`config.mk`:
```
export PLATFORM = sky130hd
export DESIGN_NAME = nonogram_judge
export DESIGN_NICKNAME = d
export VERILOG_FILES = /design/src/rtl/nonogram_judge.sv
export SDC_FILE = /design/constraint.sdc
export NUM_CORES = 1
export LEC_CHECK = 0
export CAP_MARGIN = 10
export CELL_PAD_IN_SITES_DETAIL_PLACEMENT = 0
export CELL_PAD_IN_SITES_GLOBAL_PLACEMENT = 2
export CORE_AREA = 2 2 169 171
export DETAILED_ROUTE_END_ITERATION = 10
export DIE_AREA = 0 0 171 173
export GPL_ROUTABILITY_DRIVEN = 0
export PLACE_DENSITY_LB_ADDON = 0.1
export SKIP_LAST_GASP = 1
export SYNTH_ARGS = -nofsm -noshare
export SYNTH_HDL_FRONTEND = slang
export SYNTH_SLANG_ARGS = --single-unit
```
`constraint.sdc`:
```
create_clock -name clk -period 3.45 [get_ports clk]
set_input_delay 0.69 -clock clk [delete_from_list [all_inputs] [get_ports clk]]
set_output_delay 0.69 -clock clk [all_outputs]
set_load 0.02 [all_outputs]
```
`src/rtl/nonogram_judge.sv`:
```
// nonogram_judge: game-flow controller for the 10x10 nonogram grid.
// Sequences idle/play/scan/solved, compares the paint map against the solution
// one cell per clock after each edit, and runs the saturating play timer.
module nonogram_judge #(
    parameter int unsigned N_CELLS = 100,
    parameter int unsigned MAX_SEC = 999,
    parameter int unsigned CNT_W   = 7,
    parameter int unsigned SEC_W   = 10
) (
    input  logic               clk,
    input  logic               rst,
    input  logic               start,
    input  logic               edit_pulse,
    input  logic               tick_1hz,
    input  logic [N_CELLS-1:0] paint,
    input  logic [N_CELLS-1:0] solution,
    output logic [1:0]         state,
    output logic               busy,
    output logic               solved,
    output logic               input_lock,
    output logic [CNT_W-1:0]   mismatch,
    output logic [SEC_W-1:0]   elapsed
);

    localparam int unsigned IDX_W = (N_CELLS > 1) ? $clog2(N_CELLS) : 1;

    typedef enum logic [1:0] {
        S_IDLE   = 2'd0,
        S_PLAY   = 2'd1,
        S_SCAN   = 2'd2,
        S_SOLVED = 2'd3
    } state_t;

    state_t             state_q, state_d;
    logic [IDX_W-1:0]   idx_q, idx_d;
    logic [CNT_W-1:0]   acc_q, acc_d;
    logic [N_CELLS-1:0] snap_q, snap_d;
    logic               pending_q, pending_d;
    logic [CNT_W-1:0]   mismatch_d;
    logic [SEC_W-1:0]   elapsed_d;
    logic               busy_d, solved_d, input_lock_d;
    logic [CNT_W-1:0]   scan_sum;
    logic               scan_last;

    assign state = 2'(state_q);

    // Next-state, scan datapath and timer decode
    always_comb begin
        state_d    = state_q;
        idx_d      = idx_q;
        acc_d      = acc_q;
        snap_d     = snap_q;
        pending_d  = pending_q;
        mismatch_d = mismatch;
        elapsed_d  = elapsed;
        scan_sum   = acc_q + CNT_W'(snap_q[idx_q]);
        scan_last  = (idx_q == IDX_W'(N_CELLS - 1));

        // Timer runs only while a game is live; start below overrides it
        if (tick_1hz && (state_q == S_PLAY || state_q == S_SCAN) &&
            (elapsed < SEC_W'(MAX_SEC))) begin
            elapsed_d = elapsed + SEC_W'(1);
        end

        case (state_q)
            S_IDLE, S_SOLVED: begin
                if (start) begin
                    state_d    = S_PLAY;
                    elapsed_d  = '0;
                    mismatch_d = '0;
                end
            end
            S_PLAY: begin
                if (start) begin
                    elapsed_d  = '0;
                    mismatch_d = '0;
                end else if (edit_pulse) begin
                    state_d = S_SCAN;
                    snap_d  = paint ^ solution;
                    idx_d   = '0;
                    acc_d   = '0;
                end
            end
            S_SCAN: begin
                if (start) begin
                    state_d    = S_PLAY;
                    pending_d  = 1'b0;
                    idx_d      = '0;
                    acc_d      = '0;
                    elapsed_d  = '0;
                    mismatch_d = '0;
                end else if (scan_last) begin
                    mismatch_d = scan_sum;
                    pending_d  = 1'b0;
                    idx_d      = '0;
                    acc_d      = '0;
                    // An edit landing on the final cycle still earns a rescan
                    if (pending_q || edit_pulse) begin
                        snap_d = paint ^ solution;
                    end else if (scan_sum == '0) begin
                        state_d = S_SOLVED;
                    end else begin
                        state_d = S_PLAY;
                    end
                end else begin
                    idx_d = idx_q + IDX_W'(1);
                    acc_d = scan_sum;
                    if (edit_pulse) begin
                        pending_d = 1'b1;
                    end
                end
            end
            default: state_d = S_IDLE;
        endcase

        busy_d       = (state_d == S_SCAN);
        solved_d     = (state_d == S_SOLVED);
        input_lock_d = (state_d == S_IDLE) || (state_d == S_SOLVED);
    end

    // State, scan datapath and output registers
    always_ff @(posedge clk or negedge rst) begin
        if (!rst) begin
            state_q    <= S_IDLE;
            idx_q      <= '0;
            acc_q      <= '0;
            snap_q     <= '0;
            pending_q  <= 1'b0;
            mismatch   <= '0;
            elapsed    <= '0;
            busy       <= 1'b0;
            solved     <= 1'b0;
            input_lock <= 1'b1;
        end else begin
            state_q    <= state_d;
            idx_q      <= idx_d;
            acc_q      <= acc_d;
            snap_q     <= snap_d;
            pending_q  <= pending_d;
            mismatch   <= mismatch_d;
            elapsed    <= elapsed_d;
            busy       <= busy_d;
            solved     <= solved_d;
            input_lock <= input_lock_d;
        end
    end

endmodule

```
==> results by group, run 1 <==
Routing
  • Antenna viol nets, final: 0
  • Drt wl/cell: around 15 um
  • Iter 0 DRT Violations: 348
  • Drt total wl: 20300 um
  • Drt pass-1 iters: 6
  • Via count: 5839
  • DRC: 0
  • Vias/cell: 4.39

Critical path
  • Max FO, Critical Path: 6
  • Worst Setup Path Type: flip-flop to flip-flop
  • Worst Setup EP: input_lock$_DFF_PN1_
  • Max incr delay on CP: approximately 0.50 ns
  • Slowest-stage cell, CP: mux4_2
  • Crit path arrival time: approximately 3.8 ns
  • Buf/Inv on CP: 2
  • CP top delay family: compound AO/OA/AOI/OAI gates
  • Cells along the critical path: buf_6 > mux4_2 > a211o_1 > o221ai_2 > a22oi_2 > ha_4 > ha_4 > xor2_4 > nor3_2 > nand3_1 > o41ai_2 > a221o_1 > ha_1 > inv_1
  • Crit path required time: 3.82 ns
  • Reg2Reg Capture Point: input_lock$_DFF_PN1_
  • Crit path launch: idx_q[1]$_DFFE_PN0P_
  • Startpoint Class: flip-flop
  • Reg2reg start: idx_q[1]$_DFFE_PN0P_
  • Setup slack, reg-to-reg: between 0.004 and 0.005 ns
  • Cell mode on critical path: ha_4
  • R2R cell count: 14
  • Crit path depth: 14
  • Worst setup EP type: flip-flop

Final layout
  • # diodes: 0
  • Final #Nets: around 1.2k
  • Footprint of the multi-input gates: approximately 0.0036 mm^2
  • Post-layout util: roughly 39%
  • Synth-to-Final Area Change: 52.4%
  • Ratio of cells with drive above 1 in the final layout: a little over an eighth
  • FF+latch area: 0.00343 mm^2
  • Fill cells: between 2k and 3k

CTS
  • CTS Buf Count: 17
  • Worst skew pair latency: around 0.43 ns
  • CTS root buffer: clkbuf_16
  • Clock-pin slew on the worst setup and hold paths: approximately 0.060 ns
  • CTS tree: built
  • Clock sink total: around 140
  • Clk buf depth: 2
  • H-tree levels: 4

Timing
  • Clock skew: 0.0157 ns
  • Final min period: 3.45 ns
  • Slew Limit Fails: 0
  • Final critical-path share of the clock period: 99.9%
  • Slew @ Worst Pin: approximately 0.89 ns
  • Setup TNS Final: 0 ns
  • RSZ-0062 raised after global routing: yes
  • Slew Limit Headroom: between 30 and 40%
  • Final Hold Vio Count: 0
  • Fmax: 290 MHz
  • Final setup violation count: 0

Min path
  • Worst min path class: primary input to async pin

Synth
  • Complex-gate fraction of the synthesized area: about an eighth
  • Simple-gate share of the synthesized area: between 10% and 20%
  • Asr flop ratio synth: 100%
  • Post-synth EDFFs: 0
  • Register area share after synthesis: between 40% and 50%
  • Syn nets: roughly 900
  • Synth Area in Adders: 1.41%
  • Synth Instances: slightly below 700
  • Synth cell types: 43
  • Count of state elements after synthesis: 137
  • Synth Area per Inst: 10.3 um^2
  • Post-Syn Area: 0.00709 mm^2
  • Xor/xnor share of the synthesized area: between 10% and 20%
  • Largest family of logic cells by synthesized area: XOR/XNOR gates
  • Number of synthesis warnings: 0
  • Mux share of post-synthesis cell area: about 8.5%
  • Synth Flop Type: dfrtp_1

Die
  • Initial Util: 25.6%
  • Die span in x: about 170 um
  • # rows: 61
  • I/O pin count: 227
  • Die area: about 0.030 mm^2
  • Core area: ~0.028 mm^2
  • Die Y: 173 um

Status
  • Run status: completed

Global route
  • Initial antenna violation count: 0
  • First-pass GRT wire length: 32800 um
  • Largest net degree at the start of global routing: 78
  • Remaining Overflow, GRT: 0
  • Gr usage total: approximately 14%
  • Number of global-route vias before repair: just over 6k

Placement
  • Port Buffers: 226
  • Post-DP HPWL: between 15000 and 20000 um

Pwr
  • Leak Pwr: approximately 0.0041 uW
  • Worst vdd ir: roughly 0.00035 V
  • Power Density: approximately 630 mW/mm^2

Job
  • Max-Cap Viols: 0
[registers in the layout, summed over array words and instances (netlist names), 2 cells and up]
register,count
state,2
snap_q,100
elapsed,10
acc_q,7
idx_q,7
mismatch,7
[worst min path at each step]
stage                                  startpoint                      end  cells past startpoint
after detailed placement  mismatch[5]$_DFFE_PN0P_  mismatch[5]$_DFFE_PN0P_                      2
after CTS                                     rst  mismatch[3]$_DFFE_PN0P_                      1
after global routing                          rst  mismatch[4]$_DFFE_PN0P_                      1
after floorplan                               rst     acc_q[0]$_DFFE_PN0P_                      0
after global placement    mismatch[6]$_DFFE_PN0P_  mismatch[6]$_DFFE_PN0P_                      2
final                                         rst  mismatch[3]$_DFFE_PN0P_                      1
[timing repair]
action | CTS | global route
buffers inserted | 1 | 3
hold buffers | 0 | 0
gates resized for setup | 15 | 11
pin swaps | 12 | 12
endpoints found under the setup margin | 4 | 4
cloned | 1 | 0
[power breakdown]
group	leakage [uW]	switching, uW	internal [uW]
clock	0.000304	739	1200
sequential	0.00161	430	2240
combinational	0.00217	1020	1160
[synth_stat cells (9+ instances only)]
cell | number | area share, %
clkbuf_1 | 9 | 0.48
nor2_1 | 124 | 6.6
dfrtp_1 | 136 | 48
a21oi_1 | 111 | 7.8
nand3_1 | 13 | 0.92
xnor2_1 | 106 | 13
o21ai_0 | 22 | 1.6
mux4_2 | 25 | 7.9
nand2_1 | 27 | 1.4
buf_2 | 24 | 1.7
[cell usage in the layout, fill, tap and decap left out, types with 6 or more instances in the layout]
cell type,instances
a21oi_1,107
buf_12,7
buf_4,31
clkbuf_16,17
clkdlybuf4s50_1,225
dfrtp_1,134
inv_1,8
mux4_2,25
nand2_1,26
nand3_1,13
nor2_1,123
o21ai_0,21
o31ai_1,6
xnor2_1,106
xor2_1,7
[area by class of cell]
class / instances / area share, %
clock buffers: 20 / 4.32
multi-input cells: 509 / 33.1
clock inverters: 12 / 1.47
inverters: 8 / 0.278
well taps: 378 / 4.38
repair buffers: 266 / 24.6
flip-flops and latches: 137 / 31.8
[routing by layer]
layer	vias to the layer above	global-route usage, %	wire length (um)
met2	135	24.5	10400
met1	2799	18.0	8860
met4	0	2.72	159
li1	2890	-	-
met3	15	3.20	843
met5	-	0	0
[metrics by stage]
step	setup slack (ns)	cells	area [um^2]	total power (uW)	hold WS (ns)
after CTS	0.0214	1328	10700	6870	0.338
after floorplan	0.0688	691	7090	3920	0.394
final	0.00401	1330	10800	6800	0.277
after detailed placement	-0.251	1295	10000	4860	0.477
after global placement	-0.194	1295	10000	4850	0.462
after global routing	-0.182	1330	10800	7270	0.345
[cells by family (layout without fill, tap and decap cells)]
kind of cell | count (synthesis) | in the layout
compound gates | 161 | 161
fa+ha+maj | 8 | 8
xor+xnor | 114 | 114
buf+inv | 45 | 306
mux | 29 | 29
flops | 137 | 137
simple gates | 197 | 197
Power figures use the tool's default switching activity.
==> inputs of run 2 (changes only) <==
- ABC_CLOCK_PERIOD_IN_PS: default -> 3450
==> results of run 2 <==
No change in the layout: final DEF, timing and power equal those of run 1.
==> inputs of run 3 (changes only) <==
- CTS_CLUSTER_SIZE: default -> 24
==> results of run 3 <==
No change in the layout: final DEF, timing and power equal those of run 1.
